File: src/rtl/psone_poll_sched.sv
// psone_poll_sched: paces PS1 pad packet polls, collects the 9 reply bytes,
// retries bad/late packets and streams accepted frames to psone_uart.
module psone_poll_sched #(
   parameter int unsigned POLL_PERIOD    = 833_333,
   parameter int unsigned TIMEOUT        = 200_000,
   parameter int unsigned MAX_RETRY      = 3,
   parameter bit          SEND_ON_CHANGE = 1'b1
) (
   input  logic       iCLK,
   input  logic       iRESET,
   input  logic       iEN,
   output logic       oPOLL_ST,
   input  logic       iPOLL_DONE,
   input  logic       iPOLL_ERR,
   input  logic       iRX_VALID,
   input  logic [7:0] iRX_BYTE,
   output logic       oTRAN_ST,
   output logic [7:0] oTX_BYTE,
   input  logic       iTRAN_BUSY,
   output logic       oFAULT,
   output logic [7:0] oFRAME_CNT
);

   localparam int unsigned PER_W = (POLL_PERIOD > 2) ? $clog2(POLL_PERIOD) : 1;
   localparam int unsigned TO_W  = (TIMEOUT > 1) ? $clog2(TIMEOUT + 1) : 1;
   localparam int unsigned RT_W  = (MAX_RETRY > 1) ? $clog2(MAX_RETRY + 1) : 1;

   localparam logic [PER_W-1:0] PER_RELOAD = PER_W'(POLL_PERIOD - 1);
   localparam logic [TO_W-1:0]  TO_LIMIT   = TO_W'(TIMEOUT);
   localparam logic [RT_W-1:0]  RT_LIMIT   = RT_W'(MAX_RETRY);

   typedef enum logic [2:0] {
      S_IDLE,
      S_POLL,
      S_CHECK,
      S_SEND,
      S_TX_WAIT,
      S_GAP
   } state_t;

   state_t            state_q, state_d;
   logic              en_q;
   logic [PER_W-1:0]  per_cnt_q;
   logic [TO_W-1:0]   to_cnt_q;
   logic [RT_W-1:0]   retry_q;
   logic [3:0]        idx_q;
   logic [1:0]        wait_q;
   logic [8:0][7:0]   buf_q;
   logic [8:0][7:0]   last_q;

   logic en_rise, per_exp, to_hit, rx_full, frame_eq, busy_ok, last_byte;
   logic poll_st_d, tran_st_d;
   logic per_reload, per_force, to_clr, to_inc, rx_wr, idx_clr, idx_inc;
   logic retry_inc, retry_clr, fault_set, last_copy, tx_load, frame_inc;

   // Condition decode shared by the FSM and the datapath.
   // The period counter saturates at zero; an iEN rising edge also counts as
   // expired so the first poll goes out without waiting a full period.
   always_comb begin
      en_rise   = iEN & ~en_q;
      per_exp   = (per_cnt_q == '0) | en_rise;
      to_hit    = (to_cnt_q == TO_LIMIT);
      rx_full   = (idx_q == 4'd9);
      frame_eq  = (buf_q == last_q);
      busy_ok   = (wait_q == 2'd2) & ~iTRAN_BUSY;
      last_byte = (idx_q == 4'd8);
   end

   // State register.
   always_ff @(posedge iCLK or negedge iRESET) begin
      if (!iRESET) state_q <= S_IDLE;
      else         state_q <= state_d;
   end

   // Next-state and control decode; all pulses are registered downstream.
   always_comb begin
      state_d    = state_q;
      poll_st_d  = 1'b0;
      tran_st_d  = 1'b0;
      per_reload = 1'b0;
      per_force  = 1'b0;
      to_clr     = 1'b0;
      to_inc     = 1'b0;
      rx_wr      = 1'b0;
      idx_clr    = 1'b0;
      idx_inc    = 1'b0;
      retry_inc  = 1'b0;
      retry_clr  = 1'b0;
      fault_set  = 1'b0;
      last_copy  = 1'b0;
      tx_load    = 1'b0;
      frame_inc  = 1'b0;
      case (state_q)
         S_IDLE: begin
            if (iEN && per_exp) begin
               state_d    = S_POLL;
               poll_st_d  = 1'b1;
               per_reload = 1'b1;
               idx_clr    = 1'b1;
               to_clr     = 1'b1;
            end
         end
         S_POLL: begin
            to_inc = 1'b1;
            rx_wr  = iRX_VALID & (idx_q < 4'd9);
            if (!iEN) begin
               state_d = S_IDLE;
            end else if (iPOLL_DONE && !iPOLL_ERR && rx_full) begin
               state_d = S_CHECK;
            end else if (iPOLL_ERR || iPOLL_DONE || to_hit) begin
               // done/err is tested first, so it wins over a coincident timeout
               state_d = S_IDLE;
               if (retry_q < RT_LIMIT) begin
                  retry_inc = 1'b1;
                  per_force = 1'b1;
               end else begin
                  fault_set = 1'b1;
                  retry_clr = 1'b1;
               end
            end
         end
         S_CHECK: begin
            retry_clr = 1'b1;
            if (!iEN) begin
               state_d = S_IDLE;
            end else if (SEND_ON_CHANGE && frame_eq) begin
               state_d = S_IDLE;
            end else begin
               last_copy = 1'b1;
               idx_clr   = 1'b1;
               state_d   = S_SEND;
            end
         end
         S_SEND: begin
            if (!iEN) begin
               state_d = S_IDLE;
            end else begin
               tran_st_d = 1'b1;
               tx_load   = 1'b1;
               state_d   = S_TX_WAIT;
            end
         end
         S_TX_WAIT: begin
            if (busy_ok) begin
               if (!iEN) begin
                  state_d = S_IDLE;
               end else if (last_byte) begin
                  frame_inc = 1'b1;
                  state_d   = S_IDLE;
               end else begin
                  idx_inc = 1'b1;
                  state_d = S_GAP;
               end
            end
         end
         S_GAP: begin
            state_d = iEN ? S_SEND : S_IDLE;
         end
         default: state_d = S_IDLE;
      endcase
   end

   // Enable edge detector.
   always_ff @(posedge iCLK or negedge iRESET) begin
      if (!iRESET) en_q <= 1'b0;
      else         en_q <= iEN;
   end

   // Poll period down-counter: reload on poll issue, forced to expired for a
   // retry or an enable edge, otherwise counts down to zero while enabled.
   always_ff @(posedge iCLK or negedge iRESET) begin
      if (!iRESET)                      per_cnt_q <= '0;
      else if (per_reload)              per_cnt_q <= PER_RELOAD;
      else if (per_force || en_rise)    per_cnt_q <= '0;
      else if (iEN && per_cnt_q != '0)  per_cnt_q <= per_cnt_q - PER_W'(1);
   end

   // Packet timeout counter, counting POLL cycles since the poll pulse.
   always_ff @(posedge iCLK or negedge iRESET) begin
      if (!iRESET)                          to_cnt_q <= '0;
      else if (to_clr)                      to_cnt_q <= '0;
      else if (to_inc && !to_hit)           to_cnt_q <= to_cnt_q + TO_W'(1);
   end

   // Byte index, shared by capture (POLL) and transmit (SEND/TX_WAIT).
   always_ff @(posedge iCLK or negedge iRESET) begin
      if (!iRESET)                 idx_q <= '0;
      else if (idx_clr)            idx_q <= '0;
      else if (rx_wr || idx_inc)   idx_q <= idx_q + 4'd1;
   end

   // Capture buffer.
   always_ff @(posedge iCLK or negedge iRESET) begin
      if (!iRESET)    buf_q <= '0;
      else if (rx_wr) buf_q[idx_q] <= iRX_BYTE;
   end

   // Last transmitted frame; all-ones at reset so the first frame differs.
   always_ff @(posedge iCLK or negedge iRESET) begin
      if (!iRESET)        last_q <= '1;
      else if (last_copy) last_q <= buf_q;
   end

   // Retry counter and sticky fault, both cleared by an enable rising edge.
   always_ff @(posedge iCLK or negedge iRESET) begin
      if (!iRESET) begin
         retry_q <= '0;
         oFAULT  <= 1'b0;
      end else begin
         if (en_rise || retry_clr) retry_q <= '0;
         else if (retry_inc)       retry_q <= retry_q + RT_W'(1);
         if (en_rise)              oFAULT  <= 1'b0;
         else if (fault_set)       oFAULT  <= 1'b1;
      end
   end

   // Busy-ignore window: TX_WAIT disregards iTRAN_BUSY for its first 2 cycles.
   always_ff @(posedge iCLK or negedge iRESET) begin
      if (!iRESET)                                    wait_q <= '0;
      else if (tx_load)                               wait_q <= '0;
      else if (state_q == S_TX_WAIT && wait_q != 2'd2) wait_q <= wait_q + 2'd1;
   end

   // Registered outputs.
   always_ff @(posedge iCLK or negedge iRESET) begin
      if (!iRESET) begin
         oPOLL_ST   <= 1'b0;
         oTRAN_ST   <= 1'b0;
         oTX_BYTE   <= '0;
         oFRAME_CNT <= '0;
      end else begin
         oPOLL_ST <= poll_st_d;
         oTRAN_ST <= tran_st_d;
         if (tx_load)   oTX_BYTE   <= buf_q[idx_q];
         if (frame_inc) oFRAME_CNT <= oFRAME_CNT + 8'd1;
      end
   end

endmodule

File: config.mk
export PLATFORM = sky130hd
export DESIGN_NAME = psone_poll_sched
export DESIGN_NICKNAME = d
export VERILOG_FILES = /design/src/rtl/psone_poll_sched.sv
export SDC_FILE = /design/constraint.sdc
export NUM_CORES = 1
export LEC_CHECK = 0
export CAP_MARGIN = 20
export CORE_MARGIN = 2
export CORE_UTILIZATION = 45
export DETAILED_ROUTE_END_ITERATION = 8
export PLACE_DENSITY = 0.66
export SLEW_MARGIN = 15
export SYNTH_ARGS = -nofsm -noshare
export SYNTH_HDL_FRONTEND = slang
export SYNTH_SLANG_ARGS = --single-unit
File: constraint.sdc
create_clock -name iCLK -period 2.9 [get_ports iCLK]
set_clock_uncertainty 0.15 [all_clocks]
set_input_delay 0.58 -clock iCLK [delete_from_list [all_inputs] [get_ports iCLK]]
set_output_delay 0.58 -clock iCLK [all_outputs]
set_load 0.005 [all_outputs]
### After elaboration in Yosys (flattened, before gate mapping)

Index checks and enable logic that the tools add are counted.

| word-level totals | value |
|---|---|
| register bits | 213 |
| input bits | 15 |
| output and inout port bits | 19 |
| logic and storage cells | 143 |

| cells by class | value |
|---|---|
| add/sub/neg operators | 6 |
| magnitude comparators | 4 |
| eq/ne operators | 14 |
| mux-type cells | 59 |
| bitwise gates (word level) | 6 |
| reductions and logical operators | 24 |

Operators by type and width:

| kind | count |
|---|---|
| $bwmux W72 | 1 |
| $eq A72 B72 Y1 | 1 |
| $mux W20 | 3 |
| $mux W18 | 2 |
| $bmux W8 S4 | 1 |
| $demux W8 S4 | 1 |
| $mux W1 | 29 |
| $mux W3 | 8 |
| $logic_not A20 Y1 | 1 |
| $reduce_bool A20 Y1 | 1 |
| $sub A20 B1 Y20 const B | 1 |
| $add A18 B1 Y18 const B | 1 |
| $eq A18 B18 Y1 const B | 1 |
| $pmux W3 S6 | 1 |
| $mux W8 | 2 |
| $mux W2 | 7 |
| $reduce_bool A2 Y1 | 5 |
| $add A8 B1 Y8 const B | 1 |
| $eq A4 B4 Y1 const B | 2 |
| $mux W4 | 2 |
| $logic_and A1 B1 Y1 | 7 |
| $eq A3 B2 Y1 const B | 2 |
| $eq A3 B3 Y1 const B | 2 |
| $ne A2 B2 Y1 const B | 3 |
| other kinds (18) | 28 |

### Longest topological paths before layout

Gate-level depths: netlist of run 1.

| logic depth | value |
|---|---|
| depth in word-level cells | 9 |
| gate-level depth with buffers | 10 |
| gate-level depth less buffers | 8 |

### Worst setup path before layout of run 1

Ideal clock, no wire load.

| path | value |
|---|---|
| path kind | flip-flop to flip-flop |
| start point | reg idx_q[0] |
| end point | reg oFRAME_CNT[5] |
| library setup time | 123 ps |
| data arrival time | 2480 ps |
| required time | 2627 ps |
| setup slack | 147 ps |
| cell stages (with the launch flop) | 10 |
| path buffers | 2 |
| clock period less this slack | 2753 ps |
| path through | dfrtp_1 buf_2 buf_2 inv_1 ha_1 nand3b_1 nor4_1 and4_1 nand3_1 xnor2_1 |

| between the ends | value |
|---|---|
| word-level cells in the longest chain between the ends | 5 |

RTL lines:

| element | RTL line | RTL |
|---|---|---|
| start, declared | 46 | `logic [3:0] idx_q;` |
| start signal, assigned | 189 | `else if (rx_wr \|\| idx_inc) idx_q <= idx_q + 4'd1;` |
| $eq A4 B4 Y1 | 66 | `last_byte = (idx_q == 4'd8);` |
| $mux W1 | 147 | `end else if (last_byte) begin` |
| $mux W1 | 145 | `if (!iEN) begin` |
| $mux W1 | 144 | `if (busy_ok) begin` |
| $mux W1 | 93 | `case (state_q)` |
| end signal, assigned | 235 | `if (frame_inc) oFRAME_CNT <= oFRAME_CNT + 8'd1;` |
| end, declared | 21 | `output logic [7:0] oFRAME_CNT` |

No other way between the ends.
A chain may end at the register's enable or synchronous reset.

### Worst setup path after layout of run 1

| path | value |
|---|---|
| start point | reg last_q[36] (netlist name) |
| end point | reg last_q[44] (netlist name) |

| between the ends | value |
|---|---|
| word-level cells in the longest chain between the ends | 4 |

RTL lines:

| element | RTL line | RTL |
|---|---|---|
| start, declared | 49 | `logic [8:0][7:0] last_q;` |
| start signal, assigned | 201 | `else if (last_copy) last_q <= buf_q;` |
| $eq A72 B72 Y1 | 64 | `frame_eq = (buf_q == last_q);` |
| $mux W1 | 126 | `end else if (SEND_ON_CHANGE && frame_eq) begin` |
| $mux W1 | 124 | `if (!iEN) begin` |
| $mux W1 | 93 |  |

No other way between the ends.

==> reports/qor.yml, run 1 <==
placed_area_um2: 11200
rr_worst_depth: 9
synth_seq_cells: 213
io_pins: 34
cts_sinks: 213
combPwrFrac_pct: 25.7
cp.arrival_ns: 2.99
clk_path_buf_depth: 3
peakVddDrop_uv: 568
final_layout_size_suffix_gt1_share_pct: 35.4
final_nets: 915
chipHeight_um: 155
powerDensity_nw_per_um2: 781
die_w_um: 155
start_util_pct: 45.7
h-tree-depth: 1
synth_cell_types: 60
avgSynthCellArea_um2: 12.6
swShare_pct: 30.3
ant_nets: 0
wl_met2_um: 10600
vias: 6580
first_iter_violations: 398
netlist_instances: 818
syn-num-nets: 845
clk_latency_ns: 0.52
gp_congestion: 0.801
drt_first_pass_iters: 4
tritoncts: "done"
rows: 55
status: "complete, no violations"
reg2reg_from: "last_q[36]"
wirelength_um: 22800
grt_pass1_vias: 6816
wl_per_cell_um: 19.2
synthArstFlopShare_pct: 100
worstSetupPathType: "reg -> reg"
crit_path_end_kind: "flop"
worst_pin_slew_ns: 0.884
min_period_ns: 2.71
critPathCapture: "last_q[44]"
tns_ns: 0
grt_max_degree: 76
clk_pin_slew_ns: 0.06
coreArea_um2: 22600
grtUsageTotal_pct: 19.8
sequentialPowerShare_pct: 43.4
synth-main-ff-cell: "dfrtp_1"
hold_viol: 0
synth_area_um2: 10300
dp.cells: 1147
yosysSeqAreaShare_pct: 52.6
fin_cells: 1188
wl_met1_um: 10900
critPathLaunchType: "flop"
period_share_pct: 93.4
clkPwrFrac_pct: 30.9
cts_setup_buffers: 0
fmaxAchievable_ghz: 0.369
wl_met3_um: 839
worstHoldPathType: "reg -> reg"
rrSetupSlack_ns: 0.19
grt_remaining_overflow: 0
regToRegEndpoint: "last_q[44]"
relSlewSlack_pct: 41.0
crit_start: "last_q[36]"
routed.top_layer: "met4"
fin_area_um2: 12000
synth_edf_count: 0
setup_viol: 0
numCtsBuffers: 23
grt_antenna_before_repair: 0
root_buffer: "clkbuf_16"
diodes: 0
post_drt_via_cell_ratio: 5.54
dp_hpwl_um: 15300
switching_power_uw: 2830
cts_hold_buf: 1
required_ns: 3.18
drc: 0
dieArea_um2: 24100
rsz0062_at_grt: "no"
slew_viol_final: 0
grt_pass1_wl_um: 37800
post_cts_resized: 0
io_buffers: 33
cp_max_fo: 8
intPower_uw: 6520
ys.warnings.count: 0
drv_cap: 0
leakagePower_uw: 0.00547
synthToLayoutAreaGrowth_pct: 16.3
flip-flops by register name, summed over array words and instances, names as in the netlist, 2 cells and up:
name,count
buf_q,72
last_q,72
per_cnt_q,20
to_cnt_q,18
oFRAME_CNT,8
oTX_BYTE,8
idx_q,4
state_q,3
retry_q,2
wait_q,2
kinds of logic after synthesis:
family          Yosys count  synth area share (%)
flops                   213                  52.6
simple gates            195                  10.4
mux                     165                  19.7
xor+xnor                111                  9.43
compound gates           76                  4.30
buf+inv                  46                  2.04
fa+ha+maj                12                  1.46
Yosys cell counts, drive strengths merged, types with 3 or more instances:
cell	count	area share, %
a211oi	3	0.22
or4	3	0.29
nor2	36	1.3
or3	8	0.49
nand3	12	0.58
xor2	72	6.1
xnor2	39	3.3
and2	5	0.30
o211ai	3	0.22
dfrtp	141	34
nand2b	7	0.42
and3	3	0.18
nor2b	7	0.42
nor4b	4	0.40
ha	12	1.5
buf	13	0.74
nor4	24	1.5
mux2i	4	0.39
inv	15	0.55
nand4	12	0.73
a21oi	28	1.4
nor3	19	0.97
mux4	16	3.5
dfstp	72	18
mux2	145	16
clkbuf	17	0.72
or2	3	0.18
nand2	40	1.5
o21ai	29	1.4
cells in the final DEF, fill, tap and decap left out, types with 2 or more instances in the layout:
cell,instances
o211ai_1,3
nor2b_1,7
nand3_1,12
buf_4,36
a211oi_1,2
xor2_1,72
or2_2,3
clkbuf_16,23
or3_1,8
clkdlybuf4s50_1,32
mux2i_1,4
nor2_1,36
nand4_1,12
inv_1,14
a31oi_1,2
a21oi_1,28
nand2b_1,7
nor4_1,24
buf_12,5
nor3b_1,2
nor3_1,18
o2111ai_1,2
nand2_1,40
and3_1,3
a22o_1,2
o21ai_0,27
nand4b_1,2
dfstp_2,72
dfrtp_1,141
mux4_2,16
clkbuf_8,7
and2_1,5
clkbuf_1,7
xnor2_1,39
mux2_2,144
or4_4,2
and4_1,2
nor4b_1,3
ha_1,12
stage by stage:
stage	setup WS [ns]	hold slack [ns]	total power, µW	util, %
after detailed placement	0.0916	0.321	6520	49.8
after CTS	0.179	0.329	9450	53.1
after global routing	0.0413	0.346	9900	53.1
after global placement	0.0568	0.313	6470	49.8
final	0.192	0.325	9360	53.1
after floorplan	0.147	0.134	5660	-
power by group through the flow:
stage | logic [µW] | registers (µW) | clock network, µW
detailed placement | 2420 | 4110 | 0
CTS | 2430 | 4060 | 2950
global placement | 2390 | 4080 | 0
floorplan | 1710 | 3950 | 0
global route | 2680 | 4160 | 3070
finish | 2410 | 4060 | 2890
worst max-delay path, stage by stage, from the launching register on:
cell      delay (ns)
dfstp_2         0.54
xor2_1          0.15
nor4_1          0.09
buf_4           0.15
nand4_1         0.11
nor3_1          0.09
buf_4           0.15
a211oi_4        0.57
buf_4           0.29
mux2_2          0.35
routing by layer:
| layer | vias to the layer above | global-route usage [%] |
|---|---|---|
| met5 | - | 0 |
| met4 | 0 | 4.37 |
| met3 | 37 | 3.37 |
| met2 | 89 | 32.0 |
| met1 | 3398 | 28.1 |
| li1 | 3056 | - |
area by class of cell:
cell class	instances	area, µm²
fill	1982	10600
sequential	213	5420
multi-input combinational	559	4690
timing repair buffer	75	716
clock buffer	37	698
tap	285	357
inverter	16	60.1
clock inverter	3	43.8
worst min path at each step:
stage,startpoint,to,depth (start not counted)
6_report,oFRAME_CNT[7],oFRAME_CNT[7],1
5_1_grt,oFRAME_CNT[7],oFRAME_CNT[7],1
4_1_cts,oFRAME_CNT[7],oFRAME_CNT[7],1
3_5_place_dp,oFRAME_CNT[7],oFRAME_CNT[7],1
3_3_place_gp,oFRAME_CNT[7],oFRAME_CNT[7],1
2_1_floorplan,iRESET,buf_q[0],0
Power figures use the tool's default switching activity.
==> run 2: changes to the inputs <==
--- a/config.mk
+++ b/config.mk
@@ -6,7 +6,7 @@
 export NUM_CORES = 1
 export LEC_CHECK = 0
 export CAP_MARGIN = 20
-export CORE_MARGIN = 2
+export CORE_MARGIN = 4
 export CORE_UTILIZATION = 45
 export DETAILED_ROUTE_END_ITERATION = 8
 export PLACE_DENSITY = 0.66
==> reports/qor.yml, run 2 (synthesis results as in run 1) <==
status: "complete, no violations"
switching_power_uw: 2870  # +1.3%
worst_pin_slew_ns: 0.807  # -0.0764 ns
clk_path_buf_depth: 3  # unchanged
drt_first_pass_iters: 4  # unchanged
cp_max_fo: 23  # +15
final_layout_size_suffix_gt1_share_pct: 35.8  # +0.41 points
grt_pass1_vias: 6743  # -1.1%
reg.largest.list: "buf_q: 72 flops, last_q: 72 flops, per_cnt_q: 20 flops"
sequentialPowerShare_pct: 42.2  # -1.2 points
clkPwrFrac_pct: 32.9  # +2.0 points
clk_pin_slew_ns: 0.06  # about the same
grt_pass1_wl_um: 37600  # -0.62%
critical_path_buf_inv_count: 1  # -2
power_uw: 9630  # +2.9%
required_ns: 3.12  # -0.06 ns
grt_max_degree: 72  # -5.3%
powerDensity_nw_per_um2: 800  # +2.5%
holdWs_ns: 0.328  # +0.00319 ns
fmaxAchievable_ghz: 0.365  # -1.3%
setup_ws_ns: 0.157  # -0.0346 ns
worstSetupPathType: "reg -> reg"
cp_slowest_stage_delay_ns: 0.60  # +0.03 ns
tns_ns: 0  # unchanged
first_iter_violations: 324  # -19%
cp.arrival_ns: 2.97  # -0.02 ns
critPathLaunchType: "flop"
place_ws_ns: 0.155  # +0.0633 ns
numCtsBuffers: 24  # +4.3%
drv_cap: 0  # unchanged
h-tree-depth: 1  # unchanged
chipHeight_um: 159  # +2.6%
dp_hpwl_um: 14900  # -2.8%
crit_chain: "or4_4 > and4bb_2 > nand2b_1 > a2111o_1 > inv_2 > nor3_1"
rows: 55  # unchanged
dp.cells: 1141  # -0.52%
relSlewSlack_pct: 46.1  # +5.1 points
cts_sinks: 213  # unchanged
dieArea_um2: 25400  # +5.2%
final_cell_mix: "mux2_2 (144), dfrtp_1 (141), xor2_1 (72), dfstp_2 (72), nand2_1 (40)"
layout_commonest_cell: "mux2_2"
slew_viol_final: 0  # unchanged
ant_nets: 0  # unchanged
gp_congestion: 0.802  # +0.21%
rsz0062_at_grt: "no"
setup_viol: 0  # unchanged
wirelength_um: 22200  # -2.9%
crit_path_end_kind: "flop"
final_nets: 910  # -0.55%
worstHoldPathType: "reg -> reg"
vias: 6559  # -0.32%
peakVddDrop_uv: 561  # -1.2%
tritoncts: "done"
wl_per_cell_um: 18.7  # -2.7%
cp_slowest_cell: "or4_4"
root_buffer: "clkbuf_16"
grtUsageTotal_pct: 18.1  # -1.7 points
diodes: 0  # unchanged
period_share_pct: 94.6  # +1.2 points
io_buffers: 33  # unchanged
clk_latency_ns: 0.52  # about the same
start_util_pct: 45.7  # unchanged
leakagePower_uw: 0.00549  # +0.35%
post_drt_via_cell_ratio: 5.53  # -0.15%
min_period_ns: 2.74  # +0.0346 ns
intPower_uw: 6760  # +3.7%
die_w_um: 159  # +2.6%
combPwrFrac_pct: 24.9  # -0.8 points
drc: 0  # unchanged
io_pins: 34  # unchanged
grt_antenna_before_repair: 0  # unchanged
grt_remaining_overflow: 0  # unchanged
hold_viol: 0  # unchanged
synthToLayoutAreaGrowth_pct: 16.8
critical_path.top_delay_family: "simple AND/OR/NAND/NOR gates"
fin_cells: 1186  # -0.17%
coreArea_um2: 22600  # unchanged
swShare_pct: 29.8  # -0.50 points
## run 2: power by group through the flow
| stage | registers [µW] | clock network [µW] | logic [µW] |
|---|---|---|---|
| 3_5_place_dp | 4100 | 0 | 2410 |
| 4_1_cts | 4060 | 3260 | 2420 |
| 5_1_grt | 4140 | 3390 | 2680 |
| 6_report | 4060 | 3170 | 2400 |
| 3_3_place_gp | 4080 | 0 | 2380 |
| 2_1_floorplan | 3950 | 0 | 1710 |
## run 2: timing repair
action,CTS,global route
hold buffers,1,0
endpoints found under the hold margin,40,0
setup endpoints to repair,0,1
buffers inserted,0,0
gates resized for setup,0,1
## run 2: per-layer routing
| metal | up-vias | part of all wire [%] | GRT usage, % |
|---|---|---|---|
| met5 | - | 0 | 0 |
| met4 | 0 | 1.8 | 3.75 |
| met3 | 29 | 3.8 | 3.16 |
| met2 | 107 | 48 | 29.2 |
| met1 | 3347 | 47 | 26.0 |
| li1 | 3076 | - | - |
## run 2: path summary, 6_finish.rpt
| kind | cells after the start | start | endpoint | slack (ns) |
|---|---|---|---|---|
| setup reg to reg | 6 | per_cnt_q[5] | idx_q[0] | 0.16 |
| min in group asynchronous | 2 | iRESET | buf_q[3] | 0.47 |
| hold / removal | 1 | oFRAME_CNT[7] | oFRAME_CNT[7] | 0.33 |
| max in group asynchronous | 3 | iRESET | last_q[31] | 1.38 |
| hold reg to reg | 1 | oFRAME_CNT[7] | oFRAME_CNT[7] | 0.33 |
| setup / recovery | 6 | per_cnt_q[5] | idx_q[0] | 0.16 |
## run 2: layout make-up
type / instances / area [µm²]
timing repair buffer: 69 / 658
sequential: 213 / 5420
clock inverter: 10 / 141
multi-input combinational: 559 / 4690
inverter: 16 / 60.1
clock buffer: 34 / 708
fill: 1902 / 10500
tap: 285 / 357
## run 2: metrics by stage
| stage | cell area (µm²) | util (%) |
|---|---|---|
| after floorplan | 10300 | - |
| after global placement | 11200 | 49.5 |
| after detailed placement | 11200 | 49.5 |
| after CTS | 12000 | 53.3 |
| after global routing | 12000 | 53.3 |
| final | 12000 | 53.3 |
## run 2: worst register-to-register path, delay by kind of cell (launching register included)
kind                   cells  cell delay [ns]
AO/OA/AOI/OAI              1             0.53
buffers and inverters      1             0.35
flip-flops                 1             0.42
AND/OR/NAND/NOR            4             1.17
==> run 3: changes to the inputs <==
--- a/config.mk
+++ b/config.mk
@@ -14,3 +14,4 @@
 export SYNTH_ARGS = -nofsm -noshare
 export SYNTH_HDL_FRONTEND = slang
 export SYNTH_SLANG_ARGS = --single-unit
+export TNS_END_PERCENT = 1
==> results of run 3 <==
The final DEF is identical to that of run 2; final timing and power are the same.
